===== src/rtl/decode_stage_if.sv =====
// Fetch-side and execute-side bundle of the decode stage: valid/ready handshakes,
// flush, and the registered decoded fields.
interface decode_stage_if #(
  parameter int PC_W = 32
);
  logic            in_valid;
  logic            in_ready;
  logic [31:0]     in_inst;
  logic [PC_W-1:0] in_pc;
  logic            flush;
  logic            out_valid;
  logic            out_ready;
  logic [PC_W-1:0] out_pc;
  logic [4:0]      rs1_o;
  logic [4:0]      rs2_o;
  logic [4:0]      rd_o;
  logic [31:0]     imm_o;
  logic            alusrc_o;
  logic            asel_pc_o;
  logic [3:0]      aluop_o;
  logic            jal_o;
  logic            jalr_o;
  logic            branch_o;
  logic [2:0]      br_funct3_o;
  logic            mem_ren_o;
  logic            mem_wen_o;
  logic            mem_to_reg_o;
  logic [2:0]      mem_size_o;
  logic            reg_wen_o;
  logic            mul_o;
  logic [2:0]      muldiv_op_o;
  logic            illegal_o;

  modport master (
    output in_valid, in_inst, in_pc, flush, out_ready,
    input  in_ready, out_valid, out_pc, rs1_o, rs2_o, rd_o, imm_o, alusrc_o,
           asel_pc_o, aluop_o, jal_o, jalr_o, branch_o, br_funct3_o, mem_ren_o,
           mem_wen_o, mem_to_reg_o, mem_size_o, reg_wen_o, mul_o, muldiv_op_o,
           illegal_o
  );

  modport slave (
    input  in_valid, in_inst, in_pc, flush, out_ready,
    output in_ready, out_valid, out_pc, rs1_o, rs2_o, rd_o, imm_o, alusrc_o,
           asel_pc_o, aluop_o, jal_o, jalr_o, branch_o, br_funct3_o, mem_ren_o,
           mem_wen_o, mem_to_reg_o, mem_size_o, reg_wen_o, mul_o, muldiv_op_o,
           illegal_o
  );
endinterface


===== src/rtl/decode_stage.sv =====
// Registered RV32I/M decode stage: combinational decoder feeding an output
// register plus an optional one-entry skid buffer, with flush and illegal detection.
module decode_stage #(
  parameter int PC_W  = 32,
  parameter int M_EXT = 1,
  parameter int SKID  = 1
) (
  input logic          clk,
  input logic          rst,
  decode_stage_if.slave bus
);
  typedef enum logic [3:0] {
    ALU_ADD = 4'd0, ALU_SUB, ALU_AND, ALU_OR, ALU_XOR, ALU_SRA,
    ALU_SRL, ALU_SLL, ALU_SLT, ALU_EQ, ALU_SLTU, ALU_PASSB
  } alu_op_e;

  typedef struct packed {
    logic [4:0]  rs1, rs2, rd;
    logic [31:0] imm;
    logic        alusrc, asel_pc;
    alu_op_e     aluop;
    logic        jal, jalr, branch;
    logic [2:0]  br_funct3;
    logic        mem_ren, mem_wen, mem_to_reg;
    logic [2:0]  mem_size;
    logic        reg_wen, mul;
    logic [2:0]  muldiv_op;
    logic        illegal;
  } dec_t;

  typedef struct packed {
    logic [PC_W-1:0] pc;
    dec_t            d;
  } bundle_t;

  localparam logic [6:0] OP_LUI = 7'b0110111, OP_AUIPC = 7'b0010111, OP_JAL = 7'b1101111,
                         OP_JALR = 7'b1100111, OP_BRANCH = 7'b1100011, OP_LOAD = 7'b0000011,
                         OP_STORE = 7'b0100011, OP_IMM = 7'b0010011, OP_REG = 7'b0110011;

  logic [31:0] inst;
  logic [2:0]  f3;
  logic [6:0]  f7;
  logic        ill;
  dec_t        dec;

  assign inst = bus.in_inst;
  assign f3   = inst[14:12];
  assign f7   = inst[31:25];

  // NOTE: every field gets a default before the case so no path leaves a latch.
  always_comb begin
    dec     = '0;
    ill     = 1'b0;
    dec.rs1 = inst[19:15];
    dec.rs2 = inst[24:20];
    dec.rd  = inst[11:7];
    unique case (inst[6:0])
      OP_REG: begin
        dec.reg_wen = 1'b1;
        case (f7)
          7'b0000000: begin
            case (f3)
              3'b000:  dec.aluop = ALU_ADD;
              3'b001:  dec.aluop = ALU_SLL;
              3'b010:  dec.aluop = ALU_SLT;
              3'b011:  dec.aluop = ALU_SLTU;
              3'b100:  dec.aluop = ALU_XOR;
              3'b101:  dec.aluop = ALU_SRL;
              3'b110:  dec.aluop = ALU_OR;
              default: dec.aluop = ALU_AND;
            endcase
          end
          7'b0100000: begin
            if (f3 == 3'b000)      dec.aluop = ALU_SUB;
            else if (f3 == 3'b101) dec.aluop = ALU_SRA;
            else                   ill = 1'b1;
          end
          7'b0000001: begin
            dec.mul       = 1'b1;
            dec.muldiv_op = f3;
            ill           = (M_EXT == 0);
          end
          default: ill = 1'b1;
        endcase
      end
      OP_IMM: begin
        dec.alusrc  = 1'b1;
        dec.reg_wen = 1'b1;
        dec.imm     = {{20{inst[31]}}, inst[31:20]};
        case (f3)
          3'b000: dec.aluop = ALU_ADD;
          3'b010: dec.aluop = ALU_SLT;
          3'b011: dec.aluop = ALU_SLTU;
          3'b100: dec.aluop = ALU_XOR;
          3'b110: dec.aluop = ALU_OR;
          3'b111: dec.aluop = ALU_AND;
          3'b001: begin
            dec.aluop = ALU_SLL;
            ill       = (f7 != 7'b0000000);
          end
          default: begin
            dec.aluop = (f7 == 7'b0100000) ? ALU_SRA : ALU_SRL;
            ill       = (f7 != 7'b0000000) && (f7 != 7'b0100000);
          end
        endcase
      end
      OP_LOAD: begin
        dec.alusrc     = 1'b1;
        dec.mem_ren    = 1'b1;
        dec.mem_to_reg = 1'b1;
        dec.reg_wen    = 1'b1;
        dec.mem_size   = f3;
        dec.imm        = {{20{inst[31]}}, inst[31:20]};
        ill            = (f3 == 3'd3) || (f3 > 3'd5);
      end
      OP_STORE: begin
        dec.alusrc   = 1'b1;
        dec.mem_wen  = 1'b1;
        dec.mem_size = f3;
        dec.imm      = {{20{inst[31]}}, inst[31:25], inst[11:7]};
        ill          = (f3 > 3'd2);
      end
      OP_BRANCH: begin
        dec.branch    = 1'b1;
        dec.br_funct3 = f3;
        dec.imm       = {{19{inst[31]}}, inst[31], inst[7], inst[30:25], inst[11:8], 1'b0};
        case (f3)
          3'b000, 3'b001: dec.aluop = ALU_EQ;
          3'b100, 3'b101: dec.aluop = ALU_SLT;
          3'b110, 3'b111: dec.aluop = ALU_SLTU;
          default:        ill = 1'b1;
        endcase
      end
      OP_JAL: begin
        dec.jal     = 1'b1;
        dec.asel_pc = 1'b1;
        dec.alusrc  = 1'b1;
        dec.reg_wen = 1'b1;
        dec.imm     = {{11{inst[31]}}, inst[31], inst[19:12], inst[20], inst[30:21], 1'b0};
      end
      OP_JALR: begin
        dec.jalr    = 1'b1;
        dec.alusrc  = 1'b1;
        dec.reg_wen = 1'b1;
        dec.imm     = {{20{inst[31]}}, inst[31:20]};
        ill         = (f3 != 3'b000);
      end
      OP_LUI: begin
        dec.alusrc  = 1'b1;
        dec.aluop   = ALU_PASSB;
        dec.reg_wen = 1'b1;
        dec.imm     = {inst[31:12], 12'h000};
      end
      OP_AUIPC: begin
        dec.alusrc  = 1'b1;
        dec.asel_pc = 1'b1;
        dec.reg_wen = 1'b1;
        dec.imm     = {inst[31:12], 12'h000};
      end
      default: ill = 1'b1;
    endcase
    // Illegal bundles still flow downstream but may not cause any side effect.
    if (ill) begin
      dec.illegal    = 1'b1;
      dec.reg_wen    = 1'b0;
      dec.mem_ren    = 1'b0;
      dec.mem_wen    = 1'b0;
      dec.mem_to_reg = 1'b0;
      dec.branch     = 1'b0;
      dec.jal        = 1'b0;
      dec.jalr       = 1'b0;
      dec.mul        = 1'b0;
    end
    if (dec.rd == 5'd0) dec.reg_wen = 1'b0;
  end

  logic    out_valid_q, skid_valid_q;
  bundle_t out_q, skid_q, new_b;
  logic    ready_base, accept;

  assign new_b      = '{pc: bus.in_pc, d: dec};
  assign ready_base = (SKID != 0) ? !skid_valid_q : (!out_valid_q || bus.out_ready);
  assign bus.in_ready = ready_base && !rst && !bus.flush;
  assign accept     = bus.in_valid && bus.in_ready;

  // NOTE: state updates use non-blocking assignments so every register samples pre-edge values.
  always_ff @(posedge clk) begin
    if (rst) begin
      // NOTE: payload registers are reset as well so every field reads 0 after reset.
      out_valid_q  <= 1'b0;
      skid_valid_q <= 1'b0;
      out_q        <= '0;
      skid_q       <= '0;
    end else if (bus.flush) begin
      out_valid_q  <= 1'b0;
      skid_valid_q <= 1'b0;
    end else if (skid_valid_q) begin
      if (bus.out_ready) begin
        out_q        <= skid_q;
        out_valid_q  <= 1'b1;
        skid_valid_q <= accept;
        if (accept) skid_q <= new_b;
      end
    end else if (!out_valid_q || bus.out_ready) begin
      out_valid_q <= accept;
      if (accept) out_q <= new_b;
    end else if (accept && (SKID != 0)) begin
      skid_q       <= new_b;
      skid_valid_q <= 1'b1;
    end
  end

  assign bus.out_valid    = out_valid_q;
  assign bus.out_pc       = out_q.pc;
  assign bus.rs1_o        = out_q.d.rs1;
  assign bus.rs2_o        = out_q.d.rs2;
  assign bus.rd_o         = out_q.d.rd;
  assign bus.imm_o        = out_q.d.imm;
  assign bus.alusrc_o     = out_q.d.alusrc;
  assign bus.asel_pc_o    = out_q.d.asel_pc;
  assign bus.aluop_o      = out_q.d.aluop;
  assign bus.jal_o        = out_q.d.jal;
  assign bus.jalr_o       = out_q.d.jalr;
  assign bus.branch_o     = out_q.d.branch;
  assign bus.br_funct3_o  = out_q.d.br_funct3;
  assign bus.mem_ren_o    = out_q.d.mem_ren;
  assign bus.mem_wen_o    = out_q.d.mem_wen;
  assign bus.mem_to_reg_o = out_q.d.mem_to_reg;
  assign bus.mem_size_o   = out_q.d.mem_size;
  assign bus.reg_wen_o    = out_q.d.reg_wen;
  assign bus.mul_o        = out_q.d.mul;
  assign bus.muldiv_op_o  = out_q.d.muldiv_op;
  assign bus.illegal_o    = out_q.d.illegal;
endmodule


===== src/flat_wrapper.sv =====
// flat-port wrapper written by rule: the top's interface ports become plain ports
module decode_stage_flat 
#(
  parameter int PC_W  = 32,
  parameter int M_EXT = 1,
  parameter int SKID  = 1
)
  (clk, rst, bus_in_valid, bus_in_inst, bus_in_pc, bus_flush, bus_out_ready, bus_in_ready, bus_out_valid, bus_out_pc, bus_rs1_o, bus_rs2_o, bus_rd_o, bus_imm_o, bus_alusrc_o, bus_asel_pc_o, bus_aluop_o, bus_jal_o, bus_jalr_o, bus_branch_o, bus_br_funct3_o, bus_mem_ren_o, bus_mem_wen_o, bus_mem_to_reg_o, bus_mem_size_o, bus_reg_wen_o, bus_mul_o, bus_muldiv_op_o, bus_illegal_o);
  decode_stage_if #(.PC_W(PC_W)) bus_i ();
  input logic clk;
  input logic rst;
  input wire logic [$bits(bus_i.in_valid)-1:0] bus_in_valid;
  input wire logic [$bits(bus_i.in_inst)-1:0] bus_in_inst;
  input wire logic [$bits(bus_i.in_pc)-1:0] bus_in_pc;
  input wire logic [$bits(bus_i.flush)-1:0] bus_flush;
  input wire logic [$bits(bus_i.out_ready)-1:0] bus_out_ready;
  output wire logic [$bits(bus_i.in_ready)-1:0] bus_in_ready;
  output wire logic [$bits(bus_i.out_valid)-1:0] bus_out_valid;
  output wire logic [$bits(bus_i.out_pc)-1:0] bus_out_pc;
  output wire logic [$bits(bus_i.rs1_o)-1:0] bus_rs1_o;
  output wire logic [$bits(bus_i.rs2_o)-1:0] bus_rs2_o;
  output wire logic [$bits(bus_i.rd_o)-1:0] bus_rd_o;
  output wire logic [$bits(bus_i.imm_o)-1:0] bus_imm_o;
  output wire logic [$bits(bus_i.alusrc_o)-1:0] bus_alusrc_o;
  output wire logic [$bits(bus_i.asel_pc_o)-1:0] bus_asel_pc_o;
  output wire logic [$bits(bus_i.aluop_o)-1:0] bus_aluop_o;
  output wire logic [$bits(bus_i.jal_o)-1:0] bus_jal_o;
  output wire logic [$bits(bus_i.jalr_o)-1:0] bus_jalr_o;
  output wire logic [$bits(bus_i.branch_o)-1:0] bus_branch_o;
  output wire logic [$bits(bus_i.br_funct3_o)-1:0] bus_br_funct3_o;
  output wire logic [$bits(bus_i.mem_ren_o)-1:0] bus_mem_ren_o;
  output wire logic [$bits(bus_i.mem_wen_o)-1:0] bus_mem_wen_o;
  output wire logic [$bits(bus_i.mem_to_reg_o)-1:0] bus_mem_to_reg_o;
  output wire logic [$bits(bus_i.mem_size_o)-1:0] bus_mem_size_o;
  output wire logic [$bits(bus_i.reg_wen_o)-1:0] bus_reg_wen_o;
  output wire logic [$bits(bus_i.mul_o)-1:0] bus_mul_o;
  output wire logic [$bits(bus_i.muldiv_op_o)-1:0] bus_muldiv_op_o;
  output wire logic [$bits(bus_i.illegal_o)-1:0] bus_illegal_o;
  assign bus_i.in_valid = bus_in_valid;
  assign bus_i.in_inst = bus_in_inst;
  assign bus_i.in_pc = bus_in_pc;
  assign bus_i.flush = bus_flush;
  assign bus_i.out_ready = bus_out_ready;
  assign bus_in_ready = bus_i.in_ready;
  assign bus_out_valid = bus_i.out_valid;
  assign bus_out_pc = bus_i.out_pc;
  assign bus_rs1_o = bus_i.rs1_o;
  assign bus_rs2_o = bus_i.rs2_o;
  assign bus_rd_o = bus_i.rd_o;
  assign bus_imm_o = bus_i.imm_o;
  assign bus_alusrc_o = bus_i.alusrc_o;
  assign bus_asel_pc_o = bus_i.asel_pc_o;
  assign bus_aluop_o = bus_i.aluop_o;
  assign bus_jal_o = bus_i.jal_o;
  assign bus_jalr_o = bus_i.jalr_o;
  assign bus_branch_o = bus_i.branch_o;
  assign bus_br_funct3_o = bus_i.br_funct3_o;
  assign bus_mem_ren_o = bus_i.mem_ren_o;
  assign bus_mem_wen_o = bus_i.mem_wen_o;
  assign bus_mem_to_reg_o = bus_i.mem_to_reg_o;
  assign bus_mem_size_o = bus_i.mem_size_o;
  assign bus_reg_wen_o = bus_i.reg_wen_o;
  assign bus_mul_o = bus_i.mul_o;
  assign bus_muldiv_op_o = bus_i.muldiv_op_o;
  assign bus_illegal_o = bus_i.illegal_o;
  decode_stage #(.PC_W(PC_W), .M_EXT(M_EXT), .SKID(SKID)) u_core (.clk(clk), .rst(rst), .bus(bus_i));
endmodule

===== config.mk =====
export PLATFORM = sky130hd
export DESIGN_NAME = decode_stage_flat
export DESIGN_NICKNAME = d
export VERILOG_FILES = /design/src/rtl/decode_stage_if.sv /design/src/rtl/decode_stage.sv /design/src/flat_wrapper.sv
export SDC_FILE = /design/constraint.sdc
export NUM_CORES = 1
export LEC_CHECK = 0
export CAP_MARGIN = 30
export CORE_MARGIN = 5
export CORE_UTILIZATION = 30
export CTS_CLUSTER_DIAMETER = 100
export DETAILED_ROUTE_END_ITERATION = 10
export DONT_BUFFER_PORTS = 1
export HOLD_SLACK_MARGIN = 0.15
export PLACE_DENSITY = 0.41
export SLEW_MARGIN = 20
export SYNTH_ARGS = -nofsm -noshare
export SYNTH_HDL_FRONTEND = slang
export SYNTH_SLANG_ARGS = --single-unit
export TNS_END_PERCENT = 20

===== constraint.sdc =====
create_clock -name clk -period 2.4 [get_ports clk]
set_clock_uncertainty 0.1 [all_clocks]
set_input_delay 0.48 -clock clk [delete_from_list [all_inputs] [get_ports clk]]
set_output_delay 0.48 -clock clk [all_outputs]
set_load 0.01 [all_outputs]

* Word-level counts from Yosys, hierarchy flattened
Cells that the tools add are included.
** Word-level totals
- Register bits :: 208
- Input bits :: 69
- Output and inout port bits :: 105
- Logic and storage cells :: 146
** Cells by class
- $lt $le $gt $ge :: 2
- Eq/ne operators :: 21
- Mux-type cells :: 46
- Bitwise operators :: 1
- Reduce and logical (&&, ||, !) cells :: 34
** Operators by type and width (number)
- 103-bit two-way mux :: 8
- 32-bit one-hot mux with 5 select lines :: 1
- 4-bit one-hot mux with 7 select lines :: 2
- 7-bit by 6-bit == test with 1-bit output (second input constant) :: 4
- 7-bit == test (second input constant) :: 3
- 1-bit two-way mux :: 19
- 4-bit one-hot mux with 4 select lines :: 1
- 2-bit OR reduction :: 8
- 3-bit two-way mux :: 5
- 7-bit by 5-bit == test with 1-bit output (second input constant) :: 2
- 7-bit OR reduction :: 2
- 3-bit == test (second input constant) :: 4
- 4-bit two-way mux :: 3
- 4-bit one-hot mux with 3 select lines :: 1
- 6-bit OR reduction :: 2
- 4-bit one-hot mux with 2 select lines :: 1
- 7-bit by 1-bit == test with 1-bit output (second input constant) :: 1
- 7-bit by 2-bit == test with 1-bit output (second input constant) :: 1
- 7-bit zero test :: 1
- 7-bit by 6-bit != test with 1-bit output (second input constant) :: 1
- 1-bit one-hot mux with 7 select lines :: 1
- 7-bit nonzero test :: 1
- 3-bit by 2-bit == test with 1-bit output (second input constant) :: 2
- 3-bit OR reduction :: 2
- 18 further kinds :: 28

* Depth between registers and ports, before layout
Gate-level depths: netlist (run 1).
- Word-level depth :: 10
- Depth in mapped cells :: 10
- Gate-level depth less buffers :: 6

* Least setup slack after synthesis (run 1)
No wires, ideal clock.
- Path type :: input port to flip-flop
- From :: input port bus_in_inst[3]
- To :: register u_core.out_q, in the netlist u_core.bus.imm_o[13]
- Library setup time :: 96 ps
- Arrival time :: 2022 ps
- Required time :: 2204 ps
- Path slack :: 182 ps
- Stages on the path :: 8
- Path buffers :: 2
- Path through :: buf_2 > nand4bb_1 > buf_2 > nor2_1 > o21a_1 > a21oi_1 > and2_1 > o41ai_2
** On the way
- Longest elaborated chain between the ends :: 6
- Elaborated cells on any way between the ends :: 14
- Classes of those cells :: eq/ne (8); mux (4); reduce/logical (2)
** RTL lines
- start: declaration :: RTL line flat_wrapper.sv:13 : input wire logic [$bits(bus_i.in_inst)-1:0] bus_in_inst;
- 7-bit by 5-bit == test with 1-bit output, or another cell as far along :: RTL line decode_stage.sv:57 : unique case (inst[6:0])
- 3-bit OR reduction (no source line) / 2-bit OR reduction (equally long branches)
- 32-bit one-hot mux with 5 select lines (*) :: RTL line decode_stage.sv:57
- 103-bit two-way mux (*) :: RTL line decode_stage.sv:206 : if (accept) out_q <= new_b;
- 103-bit two-way mux (*) :: RTL line decode_stage.sv:204 : end else if (!out_valid_q || bus.out_ready) begin
- 103-bit two-way mux (*) :: RTL line decode_stage.sv:197 : end else if (skid_valid_q) begin
- end signal: assignment :: RTL line decode_stage.sv:199 : out_q <= skid_q;
- end signal: assignment :: RTL line decode_stage.sv:206
- end: declaration :: RTL line decode_stage.sv:178 : bundle_t out_q, skid_q, new_b;
Every way passes the cells marked *; elsewhere a longest branch is shown, timed or not. The select of a mux whose other input is x is not followed.
A chain may end at the register's enable or synchronous reset.

* Worst setup path in the final report (run 1)
- From :: register u_core.out_valid_q, in the netlist u_core.bus.out_valid
- To :: register u_core.out_q, in the netlist u_core.bus.rs2_o[3]
** On the way
- Longest elaborated chain between the ends :: 4
** RTL lines
- start: declaration :: RTL line decode_stage.sv:177 : logic out_valid_q, skid_valid_q;
- start signal: assignment :: RTL line decode_stage.sv:205 : out_valid_q <= accept;
- 1-bit zero test
- 1-bit logical OR
- 2-bit nonzero test (no source line)
- 4-bit AND reduction (no source line)
No other way between the ends.

==> results.py, run 1 <==
metrics = {
    "worst_setup_path": {
        "crit_path_max_fanout": 44,
        "reg2reg_depth": 8,
        "crit_slowest_cell": "dlygate4sd3_1",
        "r2r-end": "u_core.bus.rs2_o[3]$_SDFFE_PP0P_",
        "endpoint": "u_core.bus.rs2_o[3]$_SDFFE_PP0P_",
        "worst_setup_path_start_kind": "register",
        "cp.required_ps": 2780,
        "max_stage_delay_ps": 580,
        "setup.worst_path.start": "u_core.bus.out_valid$_SDFFE_PP0P_",
        "cp_cell_sequence": "nor2_1 -> nor2_1 -> nor3_4 -> clkbuf_16 -> buf_16 -> nor2_1 -> a211oi_1 -> dlygate4sd3_1",
        "crit_top_cell": "nor2_1",
        "critPathTopFamily": "buffers and inverters",
        "rr_startpoint": "u_core.bus.out_valid$_SDFFE_PP0P_",
        "r2r_slack_ps": 80,
        "critPathBufInv": 3,
        "crit_type": "register to register",
        "crit_cells": 8,
        "setup.worst_path.end_class": "register",
        "cp_data_arrival_time_ps": 2700,
    },
    "drt": {
        "drt_iter0_markers": 439,
        "ant_nets": 0,
        "dr.pass1.iters": 5,
        "wl_per_cell_um": 19.8,
        "viasPerCell": 5.11,
        "route.detailed.drc": 0,
        "vias": 7936,
        "wirelength_mm": 30.7,
    },
    "placed_design": {
        "io_buffers": 0,
        "place.gp.congestion": 0.769,
        "pre_cts_ws_ps": 46.1,
        "dp_hpwl_mm": 18.1,
        "placed_area_sq_um": 9360,
    },
    "timing": {
        "setup-violations-final": 0,
        "max_freq_mhz": 431,
        "slew_headroom": 0.437,
        "worst_pin_slew_ps": 844,
        "hold_viol": 33,
        "timing.final.crit_share": 0.967,
        "whs_ps": -65.8,
        "fin_crit_ps": 2320,
        "setup_ws_ps": 78.9,
        "drv_slew": 0,
    },
    "yosys": {
        "synth.top_cell.area_share": 0.462,
        "syn_inst": 1087,
        "synth_flop_cell": "dfxtp_1",
        "ys_seq_area_frac": 0.462,
        "synthArstFlopShare": 0,
        "synth-edff-count": 0,
        "synth_area_leaders": "dfxtp_1 (46%), nand2_1 (7.4%), a21oi_1 (7.4%), a211oi_1 (6.3%), mux2i_1 (5.5%)",
        "ys_warn_count": 0,
        "yosys.area.top_type": "dfxtp_1",
        "syn-cell-area_sq_um": 8920,
        "synth.distinct_cells": 62,
        "syn_avg_cell_area_sq_um": 8.21,
        "syn_nets": 1156,
        "ys_ff_latch": 206,
    },
    "cts": {
        "cts_tree": "built",
        "cts.htree.levels": 1,
        "root_buffer": "clkbuf_16",
        "clockBufferDepth": 3,
        "cts_made_buffers": 25,
        "clk_pin_slew_ps": 60,
        "cts.sinks": 206,
        "clk_latency_ps": 540,
    },
    "cells_and_area": {
        "postLayoutCoreUtil": 0.380,
        "nFillCells": 3056,
        "multi_input_area_sq_um": 4410,
        "syn2layout_area_growth_pct": 25.6,
        "regArea_sq_um": 4130,
        "design_area_sq_um": 11200,
        "drive_gt1_frac": 0.0827,
        "nNetsFinal": 1213,
    },
    "die": {
        "pin_count": 174,
        "row_count": 63,
        "dieArea_sq_um": 33300,
        "die_w_um": 182,
        "core-area_sq_um": 29500,
        "start_util": 0.303,
        "die_h_um": 182,
    },
    "pwr": {
        "swShare": 0.238,
        "combPwrFrac": 0.058,
        "power_density_nw_per_um2": 683,
        "p_seq_frac": 0.468,
        "leakagePower_nw": 3.72,
        "internal_power_w": 0.00584,
        "total_power_w": 0.00766,
        "switchingPower_w": 0.00182,
        "power.clock.fraction": 0.474,
        "ir_drop_uv": 516,
    },
    "grt": {
        "grt_pass1_vias": 7375,
        "antenna_found_initial": 2,
        "grt_max_degree": 193,
        "grt_pass1_wl_mm": 45.0,
        "overflow": 0,
        "grtUsageTotal": 0.168,
    },
    "run_status": {
        "status": "finished, violations left",
        "failed_checks": "negative hold slack",
    },
    "worst_hold_path": {
        "hp-start": "rst",
        "hold_path_class": "input port to register",
    },
    "flow_run": {
        "cap_viol_max_count": 0,
    },
}
final cells by class:
cell class / count / share of cell area
sequential: 206 / 0.368
timing repair buffer: 135 / 0.124
antenna: 1 / 0.000223
clock inverter: 8 / 0.00714
inverter: 4 / 0.00134
clock buffer: 36 / 0.0622
tap: 390 / 0.0435
multi-input combinational: 772 / 0.393
power groups by stage:
stage | Clock [W] | Sequential [W] | Combinational (W)
after floorplan | 0 | 0.00364 | 0.000303
after global placement | 0 | 0.00366 | 0.000311
after detailed placement | 0 | 0.00366 | 0.000313
after CTS | 0.00375 | 0.00359 | 0.000370
after global routing | 0.00386 | 0.00359 | 0.000490
final | 0.00363 | 0.00359 | 0.000442
how the worst min path moves through the flow:
stage / cells after the start / endpoint / slack (ps)
floorplan: 2 / u_core.skid_q[20]$_SDFFE_PP0P_ / 330
global placement: 2 / u_core.skid_q[29]$_SDFFE_PP0P_ / 340
detailed placement: 2 / u_core.skid_q[29]$_SDFFE_PP0P_ / 340
CTS: 1 / u_core.skid_q[4]$_SDFFE_PP0P_ / -100
global route: 1 / u_core.skid_q[4]$_SDFFE_PP0P_ / -100
finish: 1 / u_core.skid_q[53]$_SDFFE_PP0P_ / -70
sequential cells by signal, summed over array words and instances, names as in the netlist:
signal and cells:
u_core.bus.jalr_o 1, u_core.bus.rd_o 5, u_core.bus.out_pc 32, u_core.skid_q 102
u_core.bus.branch_o 1, u_core.bus.jal_o 1, u_core.skid_valid_q 1, u_core.bus.out_valid 1
u_core.bus.mem_wen_o 1, u_core.bus.mem_to_reg_o 1, u_core.bus.br_funct3_o 3, u_core.bus.muldiv_op_o 3
u_core.bus.rs2_o 5, u_core.bus.reg_wen_o 1, u_core.bus.aluop_o 4, u_core.bus.alusrc_o 1
u_core.bus.asel_pc_o 1, u_core.bus.imm_o 32, u_core.bus.mul_o 1, u_core.bus.illegal_o 1
u_core.bus.mem_size_o 3, u_core.bus.rs1_o 5
stage by stage:
| stage | TNS (ps) | std cells |
|---|---|---|
| after global placement | 0 | 1402 |
| after detailed placement | 0 | 1402 |
| final | 0 | 1552 |
| after floorplan | 0 | 1087 |
| after global routing | -257 | 1551 |
| after CTS | 0 | 1500 |
routing by layer:
| layer | up-vias | share of wire | GRT usage |
|---|---|---|---|
| met5 | - | 0 | 0 |
| met4 | 0 | 0.024 | 0.0426 |
| met3 | 45 | 0.064 | 0.0462 |
| met2 | 203 | 0.46 | 0.279 |
| met1 | 3729 | 0.45 | 0.218 |
| li1 | 3959 | - | - |
cell usage after synthesis, types with 3 or more instances:
cell type / instances
buf_1: 8
clkbuf_1: 86
a21oi_1: 132
o41ai_1: 4
nor2_1: 126
nor3_1: 10
and2_1: 11
nand3b_1: 5
nand2b_1: 5
dfxtp_1: 206
a22oi_1: 5
a21o_1: 11
or3_1: 9
o21ai_0: 45
o211ai_1: 15
nand2_1: 177
buf_2: 10
a221oi_1: 6
a211oi_1: 75
nand3_1: 26
nor2b_1: 4
inv_1: 3
or4_1: 4
a31oi_1: 3
mux2i_1: 49
o41ai_2: 8
cell usage in the layout (no fill, tap or decap), drive strengths merged, types with 6 or more instances in the layout:
cell / Yosys / routed
clkinv: 0 / 6
mux2i: 49 / 49
and2: 11 / 11
a21o: 11 / 11
a21oi: 132 / 132
nand2: 177 / 177
dfxtp: 206 / 206
or3: 9 / 9
o41ai: 12 / 12
o211ai: 15 / 15
buf: 19 / 31
nand3: 26 / 26
a211oi: 76 / 76
nor3: 12 / 12
clkbuf: 86 / 37
a221oi: 6 / 6
nor2: 126 / 126
o21ai: 45 / 45
dlygate4sd3: 0 / 103
logic make-up (layout without fill, tap and decap cells):
logic type | count (synthesis) | after routing | synth area share
other | 0 | 1 | 0
muxes | 49 | 49 | 0.0550
buffers and inverters | 109 | 183 | 0.0477
DFF | 206 | 206 | 0.462
xor gates and xnor gates | 1 | 1 | 0.000982
AOI/OAI and AO/OA | 322 | 322 | 0.234
and+or+nand+nor | 400 | 400 | 0.201
repair_timing:
| action | in CTS | in global routing |
|---|---|---|
| gates resized for setup | 0 | 5 |
| setup endpoints to repair | 0 | 20 |
| hold buffers | 54 | 49 |
| buffers inserted | 0 | 1 |
| hold endpoints to repair | 204 | 152 |
No activity file was read; power rests on OpenSTA's default activity.
==> run 2: changes to the inputs <==
CTS_CLUSTER_SIZE = 30   (was default)
DONT_BUFFER_PORTS = default   (was 1)
PLACE_DENSITY = 0.48   (was 0.41)
==> run 2 against run 1 <==
Effect of this change:
- the run now ends clean
- total power fell by 16%
- routed wire length fell by 6.7%
- fmax fell by 0.96%
- combinational power rose by 81%
- critical path depth fell by 5
- register-to-register slack improved by 310 ps
- non-clock buffer count rose by 143
- clock power fell by 42%
- first-iteration DRC count rose by 0.46%
- final cell count rose by 7.3%
- sequential power fell by 2%
- die area did not move
- critical path type is now input port to output port
==> results.py, run 2 (synthesized netlist as in run 1, its figures left out) <==
metrics = {
    "cts": {
        "cts_made_buffers": 11,
        "cts.htree.levels": 1,
        "root_buffer": "clkbuf_16",
        "cts_tree": "built",
        "cts.sinks": 206,
        "clk_latency_ps": 480,
        "clk_pin_slew_ps": 100,
        "clockBufferDepth": 3,
        "cts_setup_buffers": 0,
    },
    "placed_design": {
        "placed_area_sq_um": 11700,
        "io_buffers": 173,
        "dp_cells": 1650,
        "dp_hpwl_mm": 19.6,
        "place.gp.congestion": 0.825,
    },
    "timing": {
        "worst_pin_slew_ps": 972,
        "whs_ps": 311,
        "drv_slew": 0,
        "slew_headroom": 0.352,
        "hold_viol": 0,
        "max_freq_mhz": 427,
        "fin_crit_ps": 2340,
        "timing.final.crit_share": 0.976,
        "setup-violations-final": 0,
        "setup_tns_ps": 0,
        "rsz0062_at_grt": "false",
    },
    "grt": {
        "grt_pass1_vias": 7802,
        "grt_max_degree": 191,
        "grtUsageTotal": 0.164,
        "overflow": 0,
        "grt_pass1_wl_mm": 44.7,
        "antenna_found_initial": 0,
    },
    "drt": {
        "dr.pass1.iters": 5,
        "drt_iter0_markers": 441,
        "wl_per_cell_um": 17.2,
        "wirelength_mm": 28.6,
        "viasPerCell": 4.92,
        "ant_nets": 0,
        "vias": 8185,
        "route.detailed.drc": 0,
    },
    "worst_setup_path": {
        "crit_type": "input port to output port",
        "rr_startpoint": "u_core.bus.out_valid$_SDFFE_PP0P_",
        "setup.worst_path.end_class": "output port",
        "reg2reg_depth": 5,
        "cp.required_ps": 1820,
        "worst_setup_path_start_kind": "input port",
        "cp_data_arrival_time_ps": 1760,
        "crit_path_max_fanout": 3,
        "r2r-end": "u_core.bus.imm_o[11]$_SDFFE_PP0P_",
        "r2r_slack_ps": 390,
    },
    "pwr": {
        "leakagePower_nw": 3.97,
        "switchingPower_w": 0.00167,
        "combPwrFrac": 0.124,
        "power_density_nw_per_um2": 533,
        "swShare": 0.259,
        "p_seq_frac": 0.548,
        "power.clock.fraction": 0.327,
        "ir_drop_uv": 403,
        "internal_power_w": 0.00477,
    },
    "flow_run": {
        "cap_viol_max_count": 0,
    },
    "cells_and_area": {
        "largest_reg_flops": 102,
        "drive_gt1_frac": 0.116,
        "nFillCells": 3059,
        "postLayoutCoreUtil": 0.410,
        "nNetsFinal": 1342,
        "antennaDiodeCount": 0,
        "layout_commonest_cell": "dfxtp_1",
        "final_cells": 1665,
        "largest-register": "u_core.skid_q",
        "syn2layout_area_growth_pct": 35.4,
        "design_area_sq_um": 12100,
        "final_cell_mix": "dfxtp_1 (205), nand2_1 (177), clkdlybuf4s50_1 (170), a21oi_1 (132), nor2_1 (126)",
    },
    "die": {
        "dieArea_sq_um": 33300,
        "die_h_um": 182,
        "start_util": 0.303,
        "die_w_um": 182,
        "pin_count": 174,
        "row_count": 63,
        "core-area_sq_um": 29500,
    },
    "worst_hold_path": {
        "whs_path_depth": 3,
        "hold_path_class": "input port to register",
        "hold_end": "u_core.skid_q[3]$_SDFFE_PP0P_",
        "hp-start": "bus_in_inst[14]",
    },
    "run_status": {
        "status": "completed",
    },
}
-- run 2: changes by cell type in the layout (fill, tap and decap cells not counted), sizes merged --
cell,before,now
inv,5,7
diode,1,0
clkbuf,37,12
buf,31,106
dlymetal6s2s,0,2
clkinv,6,0
clkdlybuf4s50,0,170
dlygate4sd3,103,0
bufinv,1,0
-- run 2: stage by stage --
step	total power, W	worst slack, ps
after floorplan	0.00394	182
after global placement	0.00442	-425
after detailed placement	0.00442	-451
after CTS	0.00655	35.8
after global routing	0.00672	1.02
final	0.00644	56.4
-- run 2: repair_timing --
item,4_1_cts,5_1_grt
hold buffers,0,0
endpoints found under the setup margin,1,2
resized for setup,1,4
pin swaps,0,1
-- run 2: power by group through the flow --
stage / registers (W) / clock network [W] / logic (W)
after floorplan: 0.00364 / 0 / 0.000303
after global routing: 0.00354 / 0.00231 / 0.000873
after detailed placement: 0.00361 / 0 / 0.000805
after CTS: 0.00353 / 0.00220 / 0.000810
final: 0.00353 / 0.00211 / 0.000801
after global placement: 0.00361 / 0 / 0.000807
-- run 2: how the worst max path moves through the flow --
stage | from | endpoint | slack, ps | cells after the start
final | bus_flush | bus_in_ready | 60 | 3
after global routing | bus_in_inst[3] | u_core.bus.imm_o[11]$_SDFFE_PP0P_ | 1 | 8
after CTS | bus_flush | bus_in_ready | 40 | 3
after detailed placement | bus_in_inst[31] | u_core.skid_q[11]$_SDFFE_PP0P_ | -450 | 6
after global placement | bus_in_inst[31] | u_core.skid_q[11]$_SDFFE_PP0P_ | -420 | 6
after floorplan | bus_in_inst[3] | u_core.bus.imm_o[13]$_SDFFE_PP0P_ | 180 | 8
-- run 2: layout make-up --
class,instances,area (sq um),area share
clock inverters,3,40.0,0.00331
inverters,4,15.0,0.00124
flip-flops and latches,206,4130,0.342
multi-input cells,772,4420,0.366
repair buffers,278,2710,0.225
clock buffers,12,279,0.0231
well taps,390,488,0.0404
-- run 2: metal layers --
layer	wire (um)	vias up	GRT usage
met1	14100	3811	0.239
met2	13000	168	0.262
met4	400	0	0.0279
met3	1060	22	0.0231
li1	-	4184	-
met5	0	-	0
-- run 2: critical path, cell delays in order --
cell and delay (ps):
clkdlybuf4s50_1 460, nor3_2 240, clkdlybuf4s50_1 580
